==> config.mk <==
export PLATFORM = sky130hd
export DESIGN_NAME = clock_time_keeper
export DESIGN_NICKNAME = d
export VERILOG_FILES = /design/src/rtl/clock_time_keeper.sv
export SDC_FILE = /design/constraint.sdc
export NUM_CORES = 1
export LEC_CHECK = 0
export BUFFER_PORTS_ARGS = -buffer_cell sky130_fd_sc_hd__buf_2
export CAP_MARGIN = 40
export CORE_ASPECT_RATIO = 0.8
export CORE_MARGIN = 3
export CORE_UTILIZATION = 61
export DETAILED_ROUTE_END_ITERATION = 10
export GPL_ROUTABILITY_DRIVEN = 1
export GPL_TIMING_DRIVEN = 0
export PLACE_DENSITY = 0.8
export SYNTH_ARGS = -nofsm -noshare
export SYNTH_HDL_FRONTEND = slang
export SYNTH_SLANG_ARGS = --single-unit
==> constraint.sdc <==
create_clock -name clk -period 4.1 [get_ports clk]
set_clock_uncertainty 0.2 [all_clocks]
set_input_delay 0.41 -clock clk [delete_from_list [all_inputs] [get_ports clk]]
set_output_delay 0.41 -clock clk [all_outputs]
set_load 0.1 [all_outputs]
==> src/rtl/clock_time_keeper.sv <==
// clock_time_keeper: calendar clock with a 1 s prescaler, two debounced
// buttons (mode/up) and a field-setting FSM (RUN, SET_YEAR .. SET_MIN).
// The state register is exposed directly on field_sel for observation.
// Optional macro LEAP_YEAR_EN: February has 29 days when year[1:0]==0;
// without it February is always 28 days and no leap logic exists.
module clock_time_keeper #(
  parameter int CNT1S           = 100_000_000,
  parameter int DEBOUNCE_CYCLES = 2_000_000
) (
  input  logic        clk,
  input  logic        resetn,
  input  logic        btn_mode,
  input  logic        btn_up,
  output logic [11:0] year,
  output logic [3:0]  month,
  output logic [4:0]  day,
  output logic [4:0]  hour,
  output logic [5:0]  min,
  output logic [5:0]  sec,
  output logic        set_mode,
  output logic [2:0]  field_sel,
  output logic        upd
);

  localparam int PW = (CNT1S > 1) ? $clog2(CNT1S) : 1;
  localparam int DW = $clog2(DEBOUNCE_CYCLES + 1);

  typedef enum logic [2:0] {
    S_RUN   = 3'd0,
    S_YEAR  = 3'd1,
    S_MONTH = 3'd2,
    S_DAY   = 3'd3,
    S_HOUR  = 3'd4,
    S_MIN   = 3'd5
  } state_t;

  state_t        state_q, state_d;
  logic [PW-1:0] presc_q, presc_d;
  logic [11:0]   year_q, year_d;
  logic [3:0]    month_q, month_d;
  logic [4:0]    day_q, day_d;
  logic [4:0]    hour_q, hour_d;
  logic [5:0]    min_q, min_d;
  logic [5:0]    sec_q, sec_d;
  logic          upd_q, upd_d;

  // Button front end, bit 0 = mode, bit 1 = up.
  logic [1:0]    btn_raw;
  logic [1:0]    sync1_q, sync2_q, db_q, db_prev_q;
  logic [DW-1:0] cnt_q [2];
  logic [1:0]    press;
  logic          mode_press, up_press;

  assign btn_raw    = {btn_up, btn_mode};
  assign press      = db_q & ~db_prev_q;
  assign mode_press = press[0];
  // A simultaneous mode press wins; the up press is dropped.
  assign up_press   = press[1] & ~press[0];

  // Synchronize raw buttons, then accept a new level only after DEBOUNCE_CYCLES equal samples.
  always_ff @(posedge clk) begin
    if (!resetn) begin
      sync1_q   <= '0;
      sync2_q   <= '0;
      db_q      <= '0;
      db_prev_q <= '0;
      for (int b = 0; b < 2; b++) cnt_q[b] <= '0;
    end else begin
      sync1_q   <= btn_raw;
      sync2_q   <= sync1_q;
      db_prev_q <= db_q;
      for (int b = 0; b < 2; b++) begin
        if (sync2_q[b] == db_q[b]) begin
          cnt_q[b] <= '0;
        end else if (cnt_q[b] == DW'(DEBOUNCE_CYCLES - 1)) begin
          db_q[b]  <= sync2_q[b];
          cnt_q[b] <= '0;
        end else begin
          cnt_q[b] <= cnt_q[b] + 1'b1;
        end
      end
    end
  end

  function automatic logic [4:0] days_in(input logic [3:0] m, input logic [4:0] feb_len);
    case (m)
      4'd4, 4'd6, 4'd9, 4'd11: days_in = 5'd30;
      4'd2:                    days_in = feb_len;
      default:                 days_in = 5'd31;
    endcase
  endfunction

  logic        tick;
  logic [11:0] year_inc;
  logic [3:0]  month_inc;
  logic [4:0]  feb_cur, feb_year_inc;
  logic [4:0]  dim_cur, dim_month_inc, dim_year_inc;

  assign tick      = (presc_q == PW'(CNT1S - 1));
  assign year_inc  = (year_q == 12'd2099) ? 12'd2000 : year_q + 12'd1;
  assign month_inc = (month_q == 4'd12) ? 4'd1 : month_q + 4'd1;

`ifdef LEAP_YEAR_EN
  // Valid for 2000-2099: every multiple of four is a leap year.
  assign feb_cur      = (year_q[1:0] == 2'b00)   ? 5'd29 : 5'd28;
  assign feb_year_inc = (year_inc[1:0] == 2'b00) ? 5'd29 : 5'd28;
`else
  assign feb_cur      = 5'd28;
  assign feb_year_inc = 5'd28;
`endif

  assign dim_cur       = days_in(month_q, feb_cur);
  assign dim_month_inc = days_in(month_inc, feb_cur);
  assign dim_year_inc  = days_in(month_q, feb_year_inc);

  // Next-state: tick cascade in RUN, field edits and mode stepping in SET states.
  always_comb begin
    state_d = state_q;
    presc_d = tick ? '0 : presc_q + 1'b1;
    year_d  = year_q;
    month_d = month_q;
    day_d   = day_q;
    hour_d  = hour_q;
    min_d   = min_q;
    sec_d   = sec_q;
    case (state_q)
      S_RUN: begin
        if (tick) begin
          if (sec_q == 6'd59) begin
            sec_d = 6'd0;
            if (min_q == 6'd59) begin
              min_d = 6'd0;
              if (hour_q == 5'd23) begin
                hour_d = 5'd0;
                if (day_q >= dim_cur) begin
                  day_d = 5'd1;
                  month_d = month_inc;
                  if (month_q == 4'd12) year_d = year_inc;
                end else begin
                  day_d = day_q + 5'd1;
                end
              end else begin
                hour_d = hour_q + 5'd1;
              end
            end else begin
              min_d = min_q + 6'd1;
            end
          end else begin
            sec_d = sec_q + 6'd1;
          end
        end
        if (mode_press) state_d = S_YEAR;
      end
      S_YEAR: begin
        if (mode_press) begin
          state_d = S_MONTH;
        end else if (up_press) begin
          year_d = year_inc;
          if (day_q > dim_year_inc) day_d = dim_year_inc;
        end
      end
      S_MONTH: begin
        if (mode_press) begin
          state_d = S_DAY;
        end else if (up_press) begin
          month_d = month_inc;
          if (day_q > dim_month_inc) day_d = dim_month_inc;
        end
      end
      S_DAY: begin
        if (mode_press) state_d = S_HOUR;
        else if (up_press) day_d = (day_q >= dim_cur) ? 5'd1 : day_q + 5'd1;
      end
      S_HOUR: begin
        if (mode_press) state_d = S_MIN;
        else if (up_press) hour_d = (hour_q == 5'd23) ? 5'd0 : hour_q + 5'd1;
      end
      S_MIN: begin
        if (mode_press) begin
          // Restart the second so the first tick lands a full CNT1S later.
          state_d = S_RUN;
          sec_d   = 6'd0;
          presc_d = '0;
        end else if (up_press) begin
          min_d = (min_q == 6'd59) ? 6'd0 : min_q + 6'd1;
        end
      end
      default: state_d = S_RUN;
    endcase
    upd_d = (year_d != year_q) | (month_d != month_q) | (day_d != day_q) |
            (hour_d != hour_q) | (min_d != min_q) | (sec_d != sec_q);
  end

  // Register state, prescaler, time/date and the update strobe.
  always_ff @(posedge clk) begin
    if (!resetn) begin
      state_q <= S_RUN;
      presc_q <= '0;
      year_q  <= 12'd2024;
      month_q <= 4'd1;
      day_q   <= 5'd1;
      hour_q  <= 5'd0;
      min_q   <= 6'd0;
      sec_q   <= 6'd0;
      upd_q   <= 1'b0;
    end else begin
      state_q <= state_d;
      presc_q <= presc_d;
      year_q  <= year_d;
      month_q <= month_d;
      day_q   <= day_d;
      hour_q  <= hour_d;
      min_q   <= min_d;
      sec_q   <= sec_d;
      upd_q   <= upd_d;
    end
  end

  assign year      = year_q;
  assign month     = month_q;
  assign day       = day_q;
  assign hour      = hour_q;
  assign min       = min_q;
  assign sec       = sec_q;
  assign upd       = upd_q;
  assign set_mode  = (state_q != S_RUN);
  assign field_sel = state_q;

endmodule

==> impl_metrics.py <==
metrics = {
    "final_layout": {
        "drive_above_1_share": 0.119,
        "area.growth.synth_to_final_pct": 16.7,
        "final_common_cell": "nor2_1",
        "nets": 950,
        "utilization": 0.741,
        "diodes": 0,
        "final_area_mm2": 0.00820,
        "layout_common_cells": "nor2_1, dfxtp_1, nand2_1",
    },
    "power_and_ir_drop": {
        "p_per_area_mw_per_mm2": 344,
        "ir_drop_mv": 0.273,
        "power_mw": 2.82,
        "power_leakage_nw": 3.22,
    },
    "critical_path": {
        "cp-start-kind": "flip-flop",
        "required_ns": 4.16,
        "cp-end-kind": "flip-flop",
        "arrival_ns": 3.94,
        "crit_fanout": 10,
        "path_class": "reg -> reg",
        "worst_r2r_path_depth": 14,
    },
    "route": {
        "route.antenna.remaining_nets": 0,
        "drt-pass1-iter-count": 6,
        "drt-total-wl_um": 17900,
        "vias": 6609,
        "route.detailed.wl_per_inst_um": 16.5,
        "drt_iter0_markers": 541,
        "route.detailed.drc": 0,
        "vias_per_cell": 6.10,
    },
    "synthesis": {
        "yosysUniqueCellTypes": 74,
        "synth_edf_count": 42,
        "syn_inst": 821,
        "ys_top_cells_by_area": "dfxtp_1, edfxtp_1, nor2_1",
        "yosys_warnings": 0,
        "ys_ff_latch": 119,
        "synth-async-reset-ratio": 0,
        "yosysSeqAreaShare": 0.399,
        "synth_top_area_frac": 0.219,
        "yosysTopAreaCell": "dfxtp_1",
        "synth_area_mm2": 0.00703,
        "synth-main-ff-cell": "dfxtp_1",
        "syn_area_per_cell_um2": 8.56,
    },
    "global_routing": {
        "overflow": 0,
        "track_usage": 0.288,
        "antenna_found_initial": 0,
        "grt_max_degree": 17,
        "grt_pass1_wl_um": 30200,
        "grt_pass1_vias": 6185,
    },
    "job": {
        "maxCapViolations": 0,
    },
    "clock_network": {
        "numCtsBuffers": 17,
        "ctsResizeCount": 0,
        "cts.sinks": 119,
        "clkLatencyLatePin_ns": 0.41,
        "clk_path_buf_depth": 2,
        "cts_root_buf": "clkbuf_16",
        "cts_tree": "built",
        "htree_levels": 4,
        "post_cts_buffers": 0,
        "clk_pin_slew_ns": 0.05,
        "ctsHoldBuffers": 0,
    },
    "worst_hold_path": {
        "hold_depth": 2,
        "hp-class": "in -> reg",
    },
    "run_status": {
        "status": "finished clean",
    },
    "die": {
        "dieHeight_um": 102,
        "core_area_mm2": 0.0111,
        "num_rows": 34,
        "fp.dieW_um": 126,
        "io_pins": 47,
        "dieArea_mm2": 0.0129,
        "start_util": 0.636,
    },
    "sta": {
        "finalMaxSlewViolations": 0,
        "maxSlewHeadroom": 0.503,
        "period_share": 0.947,
        "rsz0062_at_grt": "false",
        "worst_slew_pin_slew_ns": 0.738,
        "setup_viol": 0,
        "fin_crit_ns": 3.88,
        "setup_slack_ns": 0.217,
        "tns_ns": 0,
        "max_freq_mhz": 258,
        "hold_viol_final": 0,
    },
    "placed_design": {
        "gp_congestion": 0.968,
        "io_buffer_count": 46,
        "dp_hpwl_um": 12700,
        "placed_cell_area_mm2": 0.00759,
        "pre_cts_ws_ns": 0.348,
    },
}
[where the power goes]
| part | internal [mW] | total (mW) | switching [mW] | leakage, nW |
|---|---|---|---|---|
| Clock | 0.955 | 1.50 | 0.542 | 0.296 |
| Sequential | 1.24 | 1.27 | 0.0223 | 1.06 |
| Combinational | 0.0184 | 0.0573 | 0.0389 | 1.86 |
| Total | 2.22 | 2.82 | 0.603 | 3.22 |
[cell usage after synthesis, drive strengths merged, types with 18 or more instances]
cell type  instances
a21oi             48
dfxtp             77
or3               18
nor3              18
nand2             68
inv               18
o21ai             43
and3              23
edfxtp            42
nor2             118
nand4             21
and2              19
ha                19
nand3             51
xnor2             20
clkbuf            21
xor2              47
[final timing paths]
kind,start,endpoint,slack (ns)
worst min register to register,sync1_q[0]$_SDFF_PN0_,sync2_q[0]$_SDFF_PN0_,0.23
worst min-delay path,btn_mode,sync1_q[0]$_SDFF_PN0_,0.03
worst max-delay path,month[0]$_SDFF_PN1_,upd$_SDFF_PN0_,0.22
worst max register to register,month[0]$_SDFF_PN1_,upd$_SDFF_PN0_,0.22
[through the flow]
step | cells | hold WS (ns)
2_1_floorplan | 862 | 0.212
3_3_place_gp | 1052 | 0.215
3_5_place_dp | 1052 | 0.221
4_1_cts | 1084 | 0.0182
5_1_grt | 1084 | 0.0184
6_report | 1084 | 0.0282
[area by class of cell]
class                           instances  area [um^2]
Multi-Input combinational cell        694         4180
Buffer                                 30          133
Fill cell                             837         2860
Timing Repair Buffer                   46          230
Tap cell                              144          180
Sequential cell                       119         2800
Clock inverter                          9         86.3
Clock buffer                           23          520
Inverter                               19         71.3
[routing by layer]
layer,global-route usage,routed length (um),share of wire,vias up
li1,-,-,-,3131
met1,0.404,8100,0.45,3151
met2,0.452,8170,0.46,298
met3,0.0684,1460,0.081,29
met4,0.0767,178,0.0099,0
met5,0,0,0,-
[cells by family after synthesis]
group / synth area share
and+or+nand+nor: 0.307
AOI/OAI and AO/OA: 0.130
DFF: 0.399
xor gates and xnor gates: 0.0835
buffers and inverters: 0.0290
adders and majority gates: 0.0338
muxes: 0.0174
other: 0.000533
[state kept, by name (all words and copies together), names as in the netlist]
register,flops
month,4
db_prev_q,2
sec,6
sync1_q,2
min,6
db_q,2
hour,5
day,5
field_sel,3
presc_q,27
year,12
upd,1
cnt_q,42
sync2_q,2
[critical path, cell delays in order (launching register included)]
cell      delay (ns)
dfxtp_1         0.50
inv_1           0.18
ha_1            0.27
a21oi_1         0.17
o21a_1          0.16
ha_1            0.24
nand2b_1        0.16
a21oi_1         0.30
or3_1           0.30
nor4_4          0.06
or2_1           0.22
buf_4           0.17
or3_1           0.38
nor4_1          0.30
a31oi_1         0.13
Note: power is estimated with default switching activity, not from simulation.
